File: src/rtl/seq_mem_engine.sv
// Sequential RAM sweep engine: reads or writes len+1 consecutive words
// starting at base, with address wrap and a one-cycle done pulse.
module seq_mem_engine #(
  parameter int AW = 4,
  parameter int DW = 8
) (
  input  logic          clk,
  input  logic          reset,
  input  logic          start,
  input  logic          status,
  input  logic [AW-1:0] base,
  input  logic [AW-1:0] len,
  input  logic          wr_valid,
  input  logic [DW-1:0] wdata,
  output logic          wr_ready,
  output logic [AW-1:0] addr,
  output logic          rd_valid,
  output logic [DW-1:0] rd_data,
  output logic          busy,
  output logic          done
);

  typedef enum logic [1:0] {
    IDLE,
    RUN,
    DRAIN,
    DONE
  } state_t;

  state_t        r_state;
  state_t        w_next;
  logic          r_mode;
  logic [AW-1:0] r_base;
  logic [AW-1:0] r_len;
  logic [AW:0]   r_i;
  logic          r_rd_valid;
  logic [DW-1:0] r_rd_data;
  logic [DW-1:0] r_mem [2**AW];
  logic          w_last;
  logic          w_we;
  logic          w_re;

  assign addr     = r_base + r_i[AW-1:0];
  assign w_last   = (r_i == {1'b0, r_len});
  assign rd_valid = r_rd_valid;
  assign rd_data  = r_rd_data;

  always_ff @(posedge clk or negedge reset) begin
    if (!reset) r_state <= IDLE;
    else        r_state <= w_next;
  end

  always_comb begin
    w_next   = r_state;
    w_we     = 1'b0;
    w_re     = 1'b0;
    wr_ready = 1'b0;
    busy     = 1'b1;
    done     = 1'b0;
    unique case (r_state)
      IDLE: begin
        busy = 1'b0;
        if (start) w_next = RUN;
      end
      RUN: begin
        if (r_mode) begin
          wr_ready = 1'b1;
          w_we     = wr_valid;
          if (wr_valid && w_last) w_next = DONE;
        end else begin
          w_re = 1'b1;
          if (w_last) w_next = DRAIN;
        end
      end
      DRAIN: w_next = DONE;
      DONE: begin
        done   = 1'b1;
        w_next = IDLE;
      end
      default: w_next = IDLE;
    endcase
  end

  // Offset counter is one bit wider than the address so full depth terminates cleanly
  always_ff @(posedge clk or negedge reset) begin
    if (!reset) begin
      r_mode     <= 1'b0;
      r_base     <= '0;
      r_len      <= '0;
      r_i        <= '0;
      r_rd_valid <= 1'b0;
      r_rd_data  <= '0;
    end else begin
      r_rd_valid <= w_re;
      if (w_re) r_rd_data <= r_mem[addr];
      if (r_state == IDLE && start) begin
        r_mode <= status;
        r_base <= base;
        r_len  <= len;
        r_i    <= '0;
      end else if (w_we || w_re) begin
        r_i <= r_i + 1'b1;
      end
    end
  end

  // Storage is deliberately not reset so contents survive an abort
  always_ff @(posedge clk) begin
    if (w_we) r_mem[addr] <= wdata;
  end

endmodule
File: config.mk
export PLATFORM = sky130hd
export DESIGN_NAME = seq_mem_engine
export DESIGN_NICKNAME = d
export VERILOG_FILES = /design/src/rtl/seq_mem_engine.sv
export SDC_FILE = /design/constraint.sdc
export NUM_CORES = 1
export LEC_CHECK = 0
export ABC_AREA = 1
export CORE_MARGIN = 4
export CORE_UTILIZATION = 54
export DETAILED_ROUTE_END_ITERATION = 10
export PLACE_DENSITY = 0.82
export SLEW_MARGIN = 20
export SYNTH_ARGS = -nofsm -noshare
export SYNTH_HDL_FRONTEND = slang
export SYNTH_SLANG_ARGS = --single-unit
File: constraint.sdc
create_clock -name clk -period 2.5 [get_ports clk]
set_clock_uncertainty 0.1 [all_clocks]
set_input_delay 0.75 -clock clk [delete_from_list [all_inputs] [get_ports clk]]
set_output_delay 0.75 -clock clk [all_outputs]
set_load 0.02 [all_outputs]
==> impl_metrics.tcl, run 1 <==
set metrics [dict create \
    drc 0 \
    finalWirelength_um 14300 \
    grt_max_degree 68 \
    diodes 0 \
    max_freq_mhz 381 \
    io_pins 37 \
    synth_area_mm2 0.00672 \
    setup_viol 3 \
    fin_crit_sh_pct 105 \
    rr_startpoint "r_base[0]" \
    die_h_um 120 \
    synth_seq_area_share_pct 66.5 \
    hp-class "flip-flop to flip-flop" \
    critPathCaptureType "output port" \
    synth.largest_area_cell "edfxtp_1" \
    fin_ws_ps -127 \
    synthFlopType "edfxtp_1" \
    dpl.hpwl_um 9240 \
    dieArea_mm2 0.0143 \
    wl_per_cell_um 15.2 \
    multi_input_area_mm2 0.00218 \
    rr_endpoint "r_mem[10][1]" \
    synth-edff-count 128 \
    cp-startpoint "r_base[0]" \
    slowest_delay_ps 380 \
    critical_path_required_ps 1650 \
    cp_max_fo 2 \
    cts-root-buf "clkbuf_16" \
    r2r_setup_slack_ps 90 \
    maxCapViolations 0 \
    max-slew-margin-rel_pct 50.9 \
    critical_path.endpoint "addr[2]" \
    async_flop_share_pct 16.3 \
    rr_worst_depth 8 \
    critical_path_class "flip-flop to output port" \
    rsz0062_at_grt "true" \
    clk_latency_ps 430 \
    violations "setup timing" \
    grt_use_total_pct 21.0 \
    outcome "finished, violations left" \
    grt-ovfl-total 0 \
    grt_pass1_vias 4651 \
    seq_area_mm2 0.00447 \
    cts_max_level 4 \
    synth_top_area_share_pct 57.2 \
    first_pass_iters 5 \
    syn-num-nets 727 \
    critPathArrivalTime_ps 1780 \
    setup.worst_path.start_class "flip-flop" \
    slew_violations 0 \
    synth_cell_types 26 \
    vias_per_cell 5.15 \
    timing.critical_path.slowest_stage_cell "dfrtp_1" \
    cts_buffers 17 \
    syn_to_final_growth_pct 21.9 \
    yosys_warnings 0 \
    detail-route-antenna-nets 0 \
    core_area_mm2 0.0121 \
    synth_cells 697 \
    nNetsFinal 790 \
    worst_pin_slew_ps 733 \
    initial_core_util_pct 55.5 \
    clock_sinks 153 \
    cts_tree "built" \
    clock_path_buffers 2 \
    clk_pin_slew_ps 60 \
    gp_congestion 0.968 \
    rows 40 \
    syn_area_per_cell_um2 9.64 \
    period_needed_ps 2630 \
    yosys-top-cells-area "edfxtp_1 (57%), nand2_1 (24%), dfrtp_1 (9.3%)" \
    drt-initial-drc-count 464 \
    dieWidth_um 120 \
    synth-seq-cells 153 \
    fin_tns_setup_ps -219 \
    grt_pass1_wl_um 23100 \
    place.port_buffers 36 \
    layout-drive-gt1-share_pct 13.3 \
    synthTopCellsByCount "nand2_1 (432), edfxtp_1 (128), nor2_1 (26)" \
    fillers 877 \
    ctsHoldBuffers 0 \
    via_count 4844 \
    antenna_found_initial 0 \
    worstPathCellList "ha_2, fa_2, xnor2_4, inv_2, buf_6" \
    finalHoldViolations 0 \
    synth.most_common_cell "nand2_1" \
]
worst min-delay path by stage:
stage	to	startpoint	depth (start not counted)	slack (ps)
floorplan	r_i[4]	r_i[4]	1	330
global placement	r_i[4]	r_i[4]	1	360
detailed placement	r_i[4]	r_i[4]	1	360
CTS	r_i[4]	r_i[4]	1	370
global route	r_i[4]	r_i[4]	1	400
finish	r_i[4]	r_i[4]	1	370
stage by stage:
step	cells	hold WS (ps)	instance area, um^2	util [%]	setup slack (ps)
floorplan	697	333	6860	-	-14.5
global route	941	396	8190	67.6	-206
finish	941	368	8190	67.6	-127
CTS	929	367	8040	66.4	-164
global placement	897	355	7480	61.8	-264
detailed placement	897	358	7480	61.8	-261
per-layer routing:
metal  share of wire [%]  wire (um)  track usage (%)
met4                 1.7        239             7.23
met1                  41       5800             26.5
met5                   0          0                0
met2                  51       7220             35.5
met3                 7.2       1030             5.28
timing repair:
action,4_1_cts,5_1_grt
endpoints found under the hold margin,0,0
endpoints found under the setup margin,142,140
gates cloned,0,1
pin swaps,3,8
gates resized for setup,28,12
setup buffers,0,11
worst max-delay path, delay by kind of cell (launching register included):
kind	cells	cell delay [ps]
flops	1	380
fa+ha+maj	2	580
buf+inv	2	210
xor+xnor	1	180
sequential cells by signal (all words and copies together) (netlist names):
name and flops:
r_mem 128, rd_data 8, r_i 5, r_base 4
r_len 4, r_state 2, r_mode 1, rd_valid 1
cell type report:
class | instances | share of cell area [%]
clock buffer | 17 | 5.19
tap | 168 | 2.57
clock inverter | 15 | 1.42
multi-input combinational | 496 | 26.6
inverter | 22 | 1.04
sequential | 153 | 54.6
timing repair buffer | 70 | 8.57
kinds of logic (layout without fill, tap and decap cells):
family	after synthesis	count (layout)	synth area share (%)
adder cells (fa/ha/maj)	9	9	1.79
XOR/XNOR	3	3	0.670
AND/OR/NAND/NOR	472	472	26.7
flip-flops	153	153	66.5
buffers and inverters	48	124	3.39
AO/OA/AOI/OAI	12	12	0.987
cell usage in the layout (no fill, tap or decap), types with 2 or more instances in the layout:
master,instances
clkbuf_16,18
buf_4,25
inv_2,3
buf_12,4
nand2_1,427
o21ai_0,6
ha_1,7
nor2_4,16
dfrtp_1,25
inv_8,2
clkinv_4,2
edfxtp_1,128
clkinvlp_4,3
nand3_1,6
nand2_2,5
nand3_2,4
inv_6,4
a21oi_1,4
nor2_1,10
dlygate4sd2_1,2
buf_8,2
buf_6,5
inv_1,18
clkinv_2,3
clkdlybuf4s50_1,30
Power of run 1 is left out: the tool's default activity adds up to more than one toggle a clock period on the data nets, which glitch-free logic cannot reach.
==> run 2: changes to the inputs <==
CORE_UTILIZATION = 34   (was 54)
PLACE_DENSITY = 0.58   (was 0.82)
==> impl_metrics.tcl, run 2 (synthesis results as in run 1) <==
set metrics [dict create \
    outcome "finished, violations left" \
    violations "setup timing" \
    clock_sinks 153 \
    core_area_mm2 0.0195 \
    post-place-ws_ps -264 \
    clk_pin_slew_ps 60 \
    critical_path_required_ps 1650 \
    fin_ws_ps -168 \
    detail-route-antenna-nets 0 \
    finalHoldViolations 0 \
    mostFrequentLayoutCells "nand2_1 (403), edfxtp_1 (128), buf_4 (34)" \
    grt_use_total_pct 14.7 \
    antenna_found_initial 0 \
    grt_pass1_wl_um 24500 \
    period_needed_ps 2670 \
    cp_max_fo 2 \
    slew_violations 0 \
    first_pass_iters 5 \
    place.port_buffers 36 \
    largest_register_ffs 128 \
    initial_core_util_pct 34.5 \
    nNetsFinal 801 \
    rows 51 \
    mostFrequentLayoutCell "nand2_1" \
    gp_congestion 0.800 \
    critPathCaptureType "output port" \
    drt-initial-drc-count 246 \
    dieWidth_um 149 \
    fin_area_mm2 0.00855 \
    utilization_pct 43.9 \
    grt_max_degree 36 \
    layout-drive-gt1-share_pct 17.7 \
    max-slew-margin-rel_pct 73.1 \
    grt_pass1_vias 4608 \
    critPathArrivalTime_ps 1820 \
    cts-root-buf "clkbuf_16" \
    critical_path_class "flip-flop to output port" \
    clk_latency_ps 430 \
    regMostFlops "r_mem" \
    io_pins 37 \
    hp-class "flip-flop to flip-flop" \
    max_freq_mhz 375 \
    cts_max_level 4 \
    drc 0 \
    dieArea_mm2 0.0221 \
    syn_to_final_growth_pct 27.1 \
    via_count 4743 \
    finalWirelength_um 15600 \
    cts_tree "built" \
    worst_pin_slew_ps 403 \
    setup_viol 5 \
    dpl-instance-area_mm2 0.00771 \
    die_h_um 149 \
    fin_crit_sh_pct 107 \
    vias_per_cell 4.52 \
    grt-ovfl-total 0 \
    dpl.hpwl_um 9900 \
    fin_tns_setup_ps -347 \
    diodes 0 \
    setup.worst_path.start_class "flip-flop" \
    maxCapViolations 0 \
    rsz0062_at_grt "true" \
    clock_path_buffers 2 \
    wl_per_cell_um 14.8 \
    cts_buffers 17 \
]
-- run 2: cell types whose count changed in the layout (fill, tap and decap cells not counted), sizes merged --
| cell | delta |
|---|---|
| buf | +10 |
| inv | +2 |
| clkdlybuf4s50 | -1 |
| clkdlybuf4s15 | +1 |
| dlygate4sd2 | -1 |
| dlymetal6s2s | +1 |
| clkbuf | +1 |
| clkinv | -2 |
-- run 2: critical path: stages, from the launching register on --
cell and delay, ps:
dfrtp_1 380, ha_2 200, fa_2 380, xnor2_4 200
inv_2 100, buf_6 140
-- run 2: repair_timing --
item                                    4_1_cts  5_1_grt
pin swaps                                     4       36
hold buffers                                  0        0
setup buffers                                 3        4
gates cloned                                  0        3
endpoints found under the setup margin      125      114
gates resized for setup                      27       42
-- run 2: stage by stage --
step | std cells | hold WS, ps
6_report | 1049 | 364
5_1_grt | 1049 | 407
4_1_cts | 1043 | 367
3_5_place_dp | 1008 | 359
3_3_place_gp | 1008 | 351
2_1_floorplan | 697 | 333
-- run 2: final timing paths --
path	start	to	slack [ps]	depth (start not counted)
max	r_base[0]	addr[2]	-170	5
min	r_i[4]	r_i[4]	360	1
max reg2reg	r_base[0]	rd_data[5]	0	14
min reg2reg	r_i[4]	r_i[4]	360	1
max in group asynchronous	reset	r_i[4]	1450	2
min in group asynchronous	reset	rd_valid	600	2
-- run 2: layout make-up --
cell class | count | area [um^2]
clock buffer | 17 | 425
fill | 1820 | 10900
clock inverter | 15 | 128
sequential | 153 | 4470
inverter | 22 | 86.3
multi-input combinational | 496 | 2280
tap | 265 | 332
timing repair buffer | 81 | 823
-- run 2: layer usage --
metal	GRT usage, %	vias to the layer above	wire length, um
met3	3.63	26	710
met2	23.0	118	7240
met5	0	-	0
li1	-	2381	-
met4	5.82	0	342
met1	19.7	2218	7270
Power of run 2 is left out for the same reason.
